**src/rtl/quad_gen_pkg.sv**
```systemverilog
// Shared types and helpers for the quadrature encoder emulator.
package quad_gen_pkg;

  typedef enum logic {
    IDLE = 1'b0,
    RUN  = 1'b1
  } state_t;

  localparam logic DIR_CW  = 1'b1;
  localparam logic DIR_CCW = 1'b0;

  // Gray sequence 00 -> 10 -> 11 -> 01 as {a,b}; one bit changes per step.
  function automatic logic [1:0] idx_to_ab(input logic [1:0] idx);
    return {idx[1] ^ idx[0], idx[1]};
  endfunction

endpackage

```
**src/rtl/quad_phase_timer.sv**
```systemverilog
// Reloadable hold timer: tick at the end of each hold, optional glitch strobe
// for the cycle following this edge (QUAD_GEN_BOUNCE_EN).
module quad_phase_timer #(
  parameter int PHASE_CYCLES = 12
`ifdef QUAD_GEN_BOUNCE_EN
  , parameter int BOUNCE_CYCLES = 1
`endif
) (
  input  logic clk,
  input  logic rst_n,
  input  logic run,
`ifdef QUAD_GEN_BOUNCE_EN
  output logic bounce_phase,
`endif
  output logic tick
);

  localparam int TW = (PHASE_CYCLES > 1) ? $clog2(PHASE_CYCLES) : 1;
  localparam logic [TW-1:0] RELOAD = TW'(PHASE_CYCLES - 1);

  logic [TW-1:0] cnt;

  // Cleared while idle so the first tick lands on the first RUN cycle.
  always_ff @(posedge clk or negedge rst_n) begin
    if (!rst_n)            cnt <= '0;
    else if (!run)         cnt <= '0;
    else if (cnt == '0)    cnt <= RELOAD;
    else                   cnt <= cnt - TW'(1);
  end

  assign tick = run && (cnt == '0);

`ifdef QUAD_GEN_BOUNCE_EN
  int offset;

  // offset is the position within the hold of the cycle after this edge.
  always_comb begin
    offset       = PHASE_CYCLES - int'(cnt);
    bounce_phase = run && (cnt != '0) && offset[0] && (offset < 2 * BOUNCE_CYCLES);
  end
`endif

endmodule

```
**src/rtl/quad_encoder_gen.sv**
```systemverilog
// Quadrature encoder emulator: step commands in, A/B waveforms out.
// Optional contact bounce on every edge when QUAD_GEN_BOUNCE_EN is defined.
module quad_encoder_gen
  import quad_gen_pkg::*;
#(
  parameter int PHASE_CYCLES  = 12,
  parameter int CNT_W         = 16,
  parameter int BOUNCE_CYCLES = 1
) (
  input  logic             clk,
  input  logic             rst_n,
  input  logic             cmd_valid,
  output logic             cmd_ready,
  input  logic             cmd_dir,
  input  logic [CNT_W-1:0] cmd_steps,
  input  logic             cmd_abort,
  output logic             enc_a,
  output logic             enc_b,
  output logic             busy,
  output logic             done,
  output logic [CNT_W-1:0] steps_left,
  output state_t           fsm_state
);

  if (PHASE_CYCLES < 2) begin : g_chk_phase
    $error("PHASE_CYCLES must be at least 2");
  end
  if (BOUNCE_CYCLES < 0) begin : g_chk_bounce_sign
    $error("BOUNCE_CYCLES must not be negative");
  end
`ifdef QUAD_GEN_BOUNCE_EN
  if (PHASE_CYCLES <= 2 * BOUNCE_CYCLES + 1) begin : g_chk_bounce
    $error("PHASE_CYCLES must exceed 2*BOUNCE_CYCLES+1");
  end
`endif

  state_t           state, state_nxt;
  logic             dir;
  logic [1:0]       idx, idx_nxt;
  logic [CNT_W-1:0] steps_nxt;
  logic             tick, accept, step_now, finish;

  // Handshake: a command transfers on a cycle where cmd_valid && cmd_ready;
  // cmd_ready is high only in IDLE, and inputs are sampled only on that cycle.
  assign accept   = cmd_valid && cmd_ready;
  assign step_now = tick && (steps_left != '0);
  assign finish   = tick && (steps_left == '0);
  assign fsm_state = state;

`ifdef QUAD_GEN_BOUNCE_EN
  logic       bounce_phase;
  logic [1:0] prev_idx;

  quad_phase_timer #(
    .PHASE_CYCLES (PHASE_CYCLES),
    .BOUNCE_CYCLES(BOUNCE_CYCLES)
  ) u_timer (
    .clk         (clk),
    .rst_n       (rst_n),
    .run         (busy),
    .bounce_phase(bounce_phase),
    .tick        (tick)
  );
`else
  quad_phase_timer #(
    .PHASE_CYCLES(PHASE_CYCLES)
  ) u_timer (
    .clk  (clk),
    .rst_n(rst_n),
    .run  (busy),
    .tick (tick)
  );
`endif

  always_ff @(posedge clk or negedge rst_n) begin
    if (!rst_n) state <= IDLE;
    else        state <= state_nxt;
  end

  always_comb begin
    state_nxt = state;
    case (state)
      IDLE:    if (cmd_valid) state_nxt = RUN;
      RUN:     if (finish)    state_nxt = IDLE;
      default: state_nxt = IDLE;
    endcase
  end

  always_comb begin
    cmd_ready = (state == IDLE);
    busy      = (state == RUN);
  end

  always_comb begin
    idx_nxt = idx;
    if (step_now) idx_nxt = (dir == DIR_CW) ? idx + 2'd1 : idx - 2'd1;
  end

  // Abort collapses the remaining count to the detent in flight; a count of
  // 0 or 1 already means "finish this one", so abort leaves it alone.
  always_comb begin
    steps_nxt = steps_left;
    if (accept) begin
      steps_nxt = cmd_steps;
    end else if (busy) begin
      if (cmd_abort && (steps_left > CNT_W'(1))) steps_nxt = CNT_W'(1);
      if (step_now && (idx_nxt == 2'd0))         steps_nxt = steps_nxt - CNT_W'(1);
    end
  end

  always_ff @(posedge clk or negedge rst_n) begin
    if (!rst_n) begin
      dir        <= DIR_CW;
      idx        <= 2'd0;
      steps_left <= '0;
      done       <= 1'b0;
    end else begin
      if (accept) dir <= cmd_dir;
      idx        <= idx_nxt;
      steps_left <= steps_nxt;
      done       <= finish;
    end
  end

`ifdef QUAD_GEN_BOUNCE_EN
  // Glitch cycles show the previous phase, which differs only in the moved line.
  always_ff @(posedge clk or negedge rst_n) begin
    if (!rst_n) begin
      prev_idx       <= 2'd0;
      {enc_a, enc_b} <= 2'b00;
    end else begin
      if (step_now) prev_idx <= idx;
      {enc_a, enc_b} <= bounce_phase ? idx_to_ab(prev_idx) : idx_to_ab(idx_nxt);
    end
  end
`else
  always_ff @(posedge clk or negedge rst_n) begin
    if (!rst_n) {enc_a, enc_b} <= 2'b00;
    else        {enc_a, enc_b} <= idx_to_ab(idx_nxt);
  end
`endif

endmodule
```
**config.mk**
```make
export PLATFORM = sky130hd
export DESIGN_NAME = quad_encoder_gen
export DESIGN_NICKNAME = d
export VERILOG_FILES = /design/src/rtl/quad_gen_pkg.sv /design/src/rtl/quad_phase_timer.sv /design/src/rtl/quad_encoder_gen.sv
export SDC_FILE = /design/constraint.sdc
export NUM_CORES = 1
export LEC_CHECK = 0
export ABC_AREA = 1
export CAP_MARGIN = 10
export CORE_ASPECT_RATIO = 0.5
export CORE_MARGIN = 2
export CORE_UTILIZATION = 47
export DETAILED_ROUTE_END_ITERATION = 10
export GPL_ROUTABILITY_DRIVEN = 0
export GPL_TIMING_DRIVEN = 0
export PLACE_DENSITY = 0.85
export RECOVER_POWER = 25
export SYNTH_ARGS = -nofsm -noshare
export SYNTH_HDL_FRONTEND = slang
export SYNTH_SLANG_ARGS = --single-unit
export TNS_END_PERCENT = 20
```
**constraint.sdc**
```tcl
create_clock -name clk -period 4.4 [get_ports clk]
set_input_delay 0.88 -clock clk [delete_from_list [all_inputs] [get_ports clk]]
set_output_delay 0.88 -clock clk [all_outputs]
set_load 0.01 [all_outputs]
```
==> key figures, run 1 <==
Clock tree
  – Clock buffer depth: 2
  – CTS tree: built
  – CTS Buf Count: 3
  – Postcts setup bufs: 0
  – Clock Pin Slew Worst Setup and Hold Paths: 90 ps
  – CTS H-Tree Depth: 1
  – Hold Buf Count CTS: 0
  – CTS root buf: clkbuf_8
  – Num Clock Sinks: 26
  – Clock latency on the worst-skew pair: 270 ps
  – Cts repair resizes: 0

Place
  – DP Wirelength: 3.68 mm
  – Buffers on Ports: 42

Worst setup path
  – Top delay family on crit path: buffers and inverters
  – Cell Chain, Critical Path: inv_1 > clkbuf_1 > clkdlybuf4s50_1
  – Crit-path slowest cell: clkdlybuf4s50_1
  – Crit-path max cell delay: 640 ps
  – Critical path type: flip-flop to output port
  – WP data required: 3520 ps
  – Crit-path max FO: 10
  – Arrival time worst endpoint: 1980 ps
  – Type of origin of the critical path: flip-flop
  – Worst path buffer plus inverter count: 3
  – CP endpoint kind: output port

Die
  – Core area: 3550 sq um
  – # rows: 15
  – Die ar.: 4370 sq um
  – Initial core utilization: 0.507
  – Vert. Die Dim: 47.7 um
  – I/O pins: 43
  – Die width: 91.5 um

Worst hold path
  – Hold Path Class: flip-flop to flip-flop

Yosys
  – Post-synthesis mux area share: 0
  – Avg Cell Area, Syn: 7.49 sq um
  – Synth cell types: 37
  – #FFs+latches synth: 26
  – EDFF count, synth: 0
  – Post-synth ARST share: 1.00
  – Cell count after synthesis: 240
  – Syn. warnings: 0
  – Register area share after synthesis: 0.363
  – Post-Synth Simple-Gate Area: 0.354
  – Prevailing post-synth register cell: dfrtp_1
  – Post-Syn Nets: 265
  – Cell area after synthesis: 1800 sq um
  – XOR/XNOR Fraction of Synth Area: 0.0244
  – Main combinational cell family by area after synthesis: simple AND/OR/NAND/NOR gates
  – Complex-gate fraction of the synthesized area: 0.130
  – Synth Area in Adders: 0.0278

Global routing
  – Total track usage: 0.231
  – Largest net degree at the start of global routing: 27
  – Antenna violations before repair: 0
  – Vias in the first global route: 1708
  – Grt total ovfl: 0
  – Global-route wire length before repair: 7.80 mm

Timing
  – Final Setup Violations: 0
  – Slew Viols, Final: 0
  – Final Hold Fails: 0
  – Slew @ Worst Pin: 685 ps
  – Setup TNS: 0 ps
  – Peak Freq: 350 MHz
  – Minimum clock period: 2860 ps
  – Tcrit/Tclk final: 0.649
  – Layout Skew: 5.29 ps
  – Rel. slew slack: 0.542
  – RSZ-0062 raised after global routing: no

Power and ir drop
  – Worst IR Drop VDD: 0.412 mV
  – Leak pwr: 1.16 nW
  – Power per Cell Area: 785 nW/um^2
  – Power consumption: 0.00184 W

Detailed routing
  – Antenna Nets Post-Route: 0
  – Residual DRC: 0
  – Drt first pass iters: 4
  – Initial drt markers: 136
  – Routed via count: 1823
  – Drt total wl: 4.87 mm
  – Vias per Instance: 5.39
  – WL/cell: 14.4 um

Cells and area
  – Filler Cell Count: 290
  – Final nets: 313
  – Area Overhead vs Synth: 30.7%
  – N_diodes: 0
  – Share of layout cells above drive strength 1: 0.118

Status
  – Outcome: finished, final reports clean

Flow run
  – Total of max-cap violations: 0
[synthesized netlist by cell type, drive strengths merged, types with 3 or more instances]
library cell,count,share of area
nand2,65,0.15
o21ai,12,0.035
clkbuf,3,0.0063
ha,4,0.028
dfrtp,25,0.35
a21oi,7,0.019
nor2,31,0.081
nand3,23,0.079
o41ai,3,0.019
inv,33,0.069
nand4,7,0.028
xor2,3,0.015
buf,4,0.026
a22o,7,0.034
[per-layer routing]
metal  wire [um]  global-route usage  vias up
met1        2170               0.292      876
li1            -                   -      875
met4          19              0.0727        0
met2        2370               0.432       70
met5           0                   0        -
met3         320              0.0346        2
[cell type report]
cell class	count	area, sq um	area share
buffer	7	58.8	0.0250
clock buffer	4	55.1	0.0234
inverter	33	124	0.0527
multi-input combinational	174	961	0.409
sequential	26	652	0.277
tap	51	63.8	0.0272
timing repair buffer	43	435	0.185
[stage by stage]
step                      area [sq um]   util  worst slack (ps)  hold slack [ps]  cells
after CTS                         2340  0.659              1600              501    337
after global routing              2350  0.662              1480              523    338
after floorplan                   1800      -              2170              447    240
after global placement            2280  0.643              1480              465    333
final                             2350  0.662              1540              493    338
after detailed placement          2280  0.643              1440              486    333
[worst paths after layout]
path	from	endpoint	cells after the start	slack (ps)
hold reg to reg	dir	dir	2	490
hold / removal	dir	dir	2	490
setup reg to reg	steps_left[6]	steps_left[12]	16	1680
max in group asynchronous	rst_n	dir	2	2700
min in group asynchronous	rst_n	steps_left[4]	1	1080
setup / recovery	busy	cmd_ready	3	1540
[cells in the final DEF, fill, tap and decap left out, types with 4 or more instances in the layout]
master	n
nand2_1	60
clkdlybuf4s50_1	41
inv_1	31
dfrtp_1	25
nor2_1	22
nand3_1	19
nor2_2	8
a21oi_1	7
o21ai_0	7
a22o_1	7
nand4_1	6
o21ai_1	4
ha_1	4
clkbuf_8	4
[state kept, by name, summed over array words and instances (netlist names)]
signal	flops
busy	1
dir	1
done	1
enc_a	1
enc_b	1
idx	1
steps_left	16
u_timer.cnt	4
[worst min-delay path: cells and delay by family (launching register included)]
kind / cells / cell delay, ps
simple gates: 2 / 110
flops: 1 / 390
[kinds of logic after synthesis]
kind of cell / after synthesis
adder cells (fa/ha/maj): 4
AND/OR/NAND/NOR: 131
XOR/XNOR: 5
flip-flops: 26
AO/OA/AOI/OAI: 34
buffers and inverters: 40
[report_power, final]
group          switching [W]  leakage [nW]  internal [W]
Clock              0.0000773        0.0288     0.0000801
Combinational       0.000684         0.801      0.000532
Sequential          0.000130         0.332      0.000340
Note: power is estimated with default switching activity, not from simulation.
==> inputs of run 2 (changes only) <==
--- a/config.mk
+++ b/config.mk
@@ -9,7 +9,7 @@
 export CAP_MARGIN = 10
 export CORE_ASPECT_RATIO = 0.5
 export CORE_MARGIN = 2
-export CORE_UTILIZATION = 47
+export CORE_UTILIZATION = 45
 export DETAILED_ROUTE_END_ITERATION = 10
 export GPL_ROUTABILITY_DRIVEN = 0
 export GPL_TIMING_DRIVEN = 0
==> constraint.sdc (replaced) <==
create_clock -name clk -period 2.35 [get_ports clk]
set_input_delay 0.47 -clock clk [delete_from_list [all_inputs] [get_ports clk]]
set_output_delay 0.47 -clock clk [all_outputs]
set_load 0.01 [all_outputs]
==> key figures, run 2 (synthesis results as in run 1) <==
Status
  – Outcome: finished with violations
  – Failing checks: setup timing

Timing
  – Peak Freq: 421 MHz
  – Final Hold Fails: 0 (unchanged)
  – Slew Viols, Final: 0 (unchanged)
  – Minimum clock period: 2380 ps
  – Slew @ Worst Pin: 740 ps (+55.2 ps)
  – Rel. slew slack: 0.501 (-0.0405)
  – RSZ-0062 raised after global routing: yes
  – Setup TNS: -36.1 ps (-36.1 ps)
  – Tcrit/Tclk final: 1.01
  – Final Setup Violations: 3 (+3)
  – Final WS setup: -25.0 ps (-1570 ps)
  – Hold_ws: 502 ps (+8.16 ps)
  – Layout Skew: 2.01 ps (-3.28 ps)

Clock tree
  – CTS root buf: clkbuf_8
  – CTS tree: built
  – Clock Pin Slew Worst Setup and Hold Paths: 100 ps (about the same)
  – Clock buffer depth: 2 (unchanged)
  – Clock latency on the worst-skew pair: 280 ps (about the same)
  – Num Clock Sinks: 26 (unchanged)
  – Hold Buf Count CTS: 0 (unchanged)
  – CTS Buf Count: 3 (unchanged)
  – CTS H-Tree Depth: 1 (unchanged)

Detailed routing
  – Antenna Nets Post-Route: 0 (unchanged)
  – Drt total wl: 6.14 mm (+26%)
  – Initial drt markers: 199 (+46%)
  – Residual DRC: 0 (unchanged)
  – Drt first pass iters: 5 (+1)
  – Vias per Instance: 5.65 (+4.7%)
  – Routed via count: 2084 (+14%)
  – WL/cell: 16.6 um (+15%)

Flow run
  – Total of max-cap violations: 0 (unchanged)

Global routing
  – Global-route wire length before repair: 9.29 mm (+19%)
  – Largest net degree at the start of global routing: 27 (unchanged)
  – Total track usage: 0.257 (+0.0260)
  – Grt total ovfl: 0 (unchanged)
  – Vias in the first global route: 1972 (+15%)
  – Antenna violations before repair: 0 (unchanged)

Worst setup path
  – WP data required: 2510 ps (-1010 ps)
  – FF-to-FF path depth: 14 (-2)
  – Crit-path max FO: 4 (-6)
  – Reg-to-Reg Start: u_timer.cnt[0]
  – Type of origin of the critical path: flip-flop
  – Flop-to-flop setup slack: -30 ps (-1710 ps)
  – Arrival time worst endpoint: 2540 ps (+560 ps)
  – Critical path type: flip-flop to flip-flop
  – Reg-to-reg endpoint: steps_left[2]
  – CP endpoint kind: flip-flop

Power and ir drop
  – Pint: 0.00226 W (+140%)
  – Clock Power Share: 0.090 (+0.005)
  – Sw Share: 0.474 (-0.00970)
  – Part of the power in registers: 0.188 (-0.067)
  – Psw: 0.00203 W (+130%)
  – Leak pwr: 1.31 nW (+13%)
  – Power per Cell Area: 1580 nW/um^2 (+100%)
  – Comb power frac: 0.722 (+0.062)
  – Worst IR Drop VDD: 0.854 mV (+110%)

Worst hold path
  – Hold path cells: 2 (unchanged)
  – Hold path start: dir
  – Hold Path Class: flip-flop to flip-flop
  – Worst Hold Path EP: dir

Cells and area
  – N_diodes: 0 (unchanged)
  – Register area: 661 sq um (+1.3%)
  – Most common cell after layout, fill and taps aside: nand2_1
  – Most frequent cells in the layout: 56 x nand2_1, 41 x clkdlybuf4s50_1, 29 x buf_4, 27 x inv_1, 18 x dfrtp_1
  – Filler Cell Count: 269 (-7.2%)
  – Max FFs per register: 16 (unchanged)
  – Area Overhead vs Synth: 51.5%
  – Share of layout cells above drive strength 1: 0.292 (+0.174)
  – Most flops, register: steps_left
  – Multi-input gate area: 1090 sq um (+14%)
  – Final nets: 341 (+8.9%)
  – Util after Layout: 0.705 (+0.0426)
  – Largest regs: steps_left x16, u_timer.cnt x4

Die
  – Vert. Die Dim: 48.7 um (+2.0%)
  – Die width: 93.4 um (+2.1%)
  – Die ar.: 4550 sq um (+4.2%)
  – # rows: 16 (+1)
  – I/O pins: 43 (unchanged)
  – Initial core utilization: 0.465 (-0.0415)
  – Core area: 3860 sq um (+8.9%)

Place
  – Buffers on Ports: 42 (unchanged)
  – DP Wirelength: 3.49 mm (-5.1%)
==> run 2: cell types whose count changed in the layout (fill, tap and decap cells not counted), sizes merged <==
cell	before	now
buf	5	33
bufinv	0	1
clkbuf	7	6
==> run 2: worst max-delay path: stages (launching register included) <==
cell,delay (ps)
dfrtp_1,410
inv_2,70
ha_2,170
nand2_2,90
nor2_4,160
nand3_4,100
xor2_2,180
ha_2,240
nand3_4,110
inv_4,90
buf_4,130
nand2_1,70
o21ai_0,180
a21oi_1,90
nand3b_1,180
==> run 2: what timing repair did <==
action | in CTS | in global routing
endpoints found under the setup margin | 13 | 15
resized for setup | 20 | 25
pin swaps | 7 | 17
buffers inserted | 21 | 7
==> run 2: per-stage QoR <==
stage / total power (W) / instances / area [sq um] / setup slack (ps)
after floorplan: 0.00244 / 240 / 1800 / 120
after global routing: 0.00453 / 369 / 2720 / -131
final: 0.00429 / 369 / 2720 / -25.0
after global placement: 0.00300 / 336 / 2290 / -158
after detailed placement: 0.00310 / 336 / 2290 / -219
after CTS: 0.00390 / 361 / 2570 / 15.6
==> run 2: how the worst max path moves through the flow <==
stage                              start              to  slack (ps)
final                     u_timer.cnt[0]   steps_left[2]         -30
after detailed placement       cmd_valid   steps_left[0]        -220
after floorplan            steps_left[6]  steps_left[12]         120
after global routing      u_timer.cnt[1]   steps_left[9]        -130
after CTS                 steps_left[14]  steps_left[12]          20
after global placement         cmd_abort  steps_left[12]        -160
==> run 2: cell type report <==
class | count | area share
well taps | 54 | 0.0248
inverters | 33 | 0.0464
plain buffers | 7 | 0.0220
repair buffers | 71 | 0.237
clock inverters | 1 | 0.0110
clock buffers | 3 | 0.0152
multi-input cells | 174 | 0.401
flip-flops and latches | 26 | 0.243
==> run 2: routing by layer <==
metal  global-route usage  up-vias  share of wire
li1                     -      936              -
met1                0.320      984           0.39
met2                0.452      131           0.49
met3               0.0576       33          0.076
met4               0.0686        0          0.039
met5                    0        -              0
==> run 2: power groups by stage <==
stage | logic [W] | registers, W | clock network, W
2_1_floorplan | 0.00156 | 0.000876 | 0
3_3_place_gp | 0.00215 | 0.000859 | 0
3_5_place_dp | 0.00223 | 0.000871 | 0
4_1_cts | 0.00274 | 0.000780 | 0.000386
5_1_grt | 0.00330 | 0.000823 | 0.000406
6_report | 0.00310 | 0.000807 | 0.000387
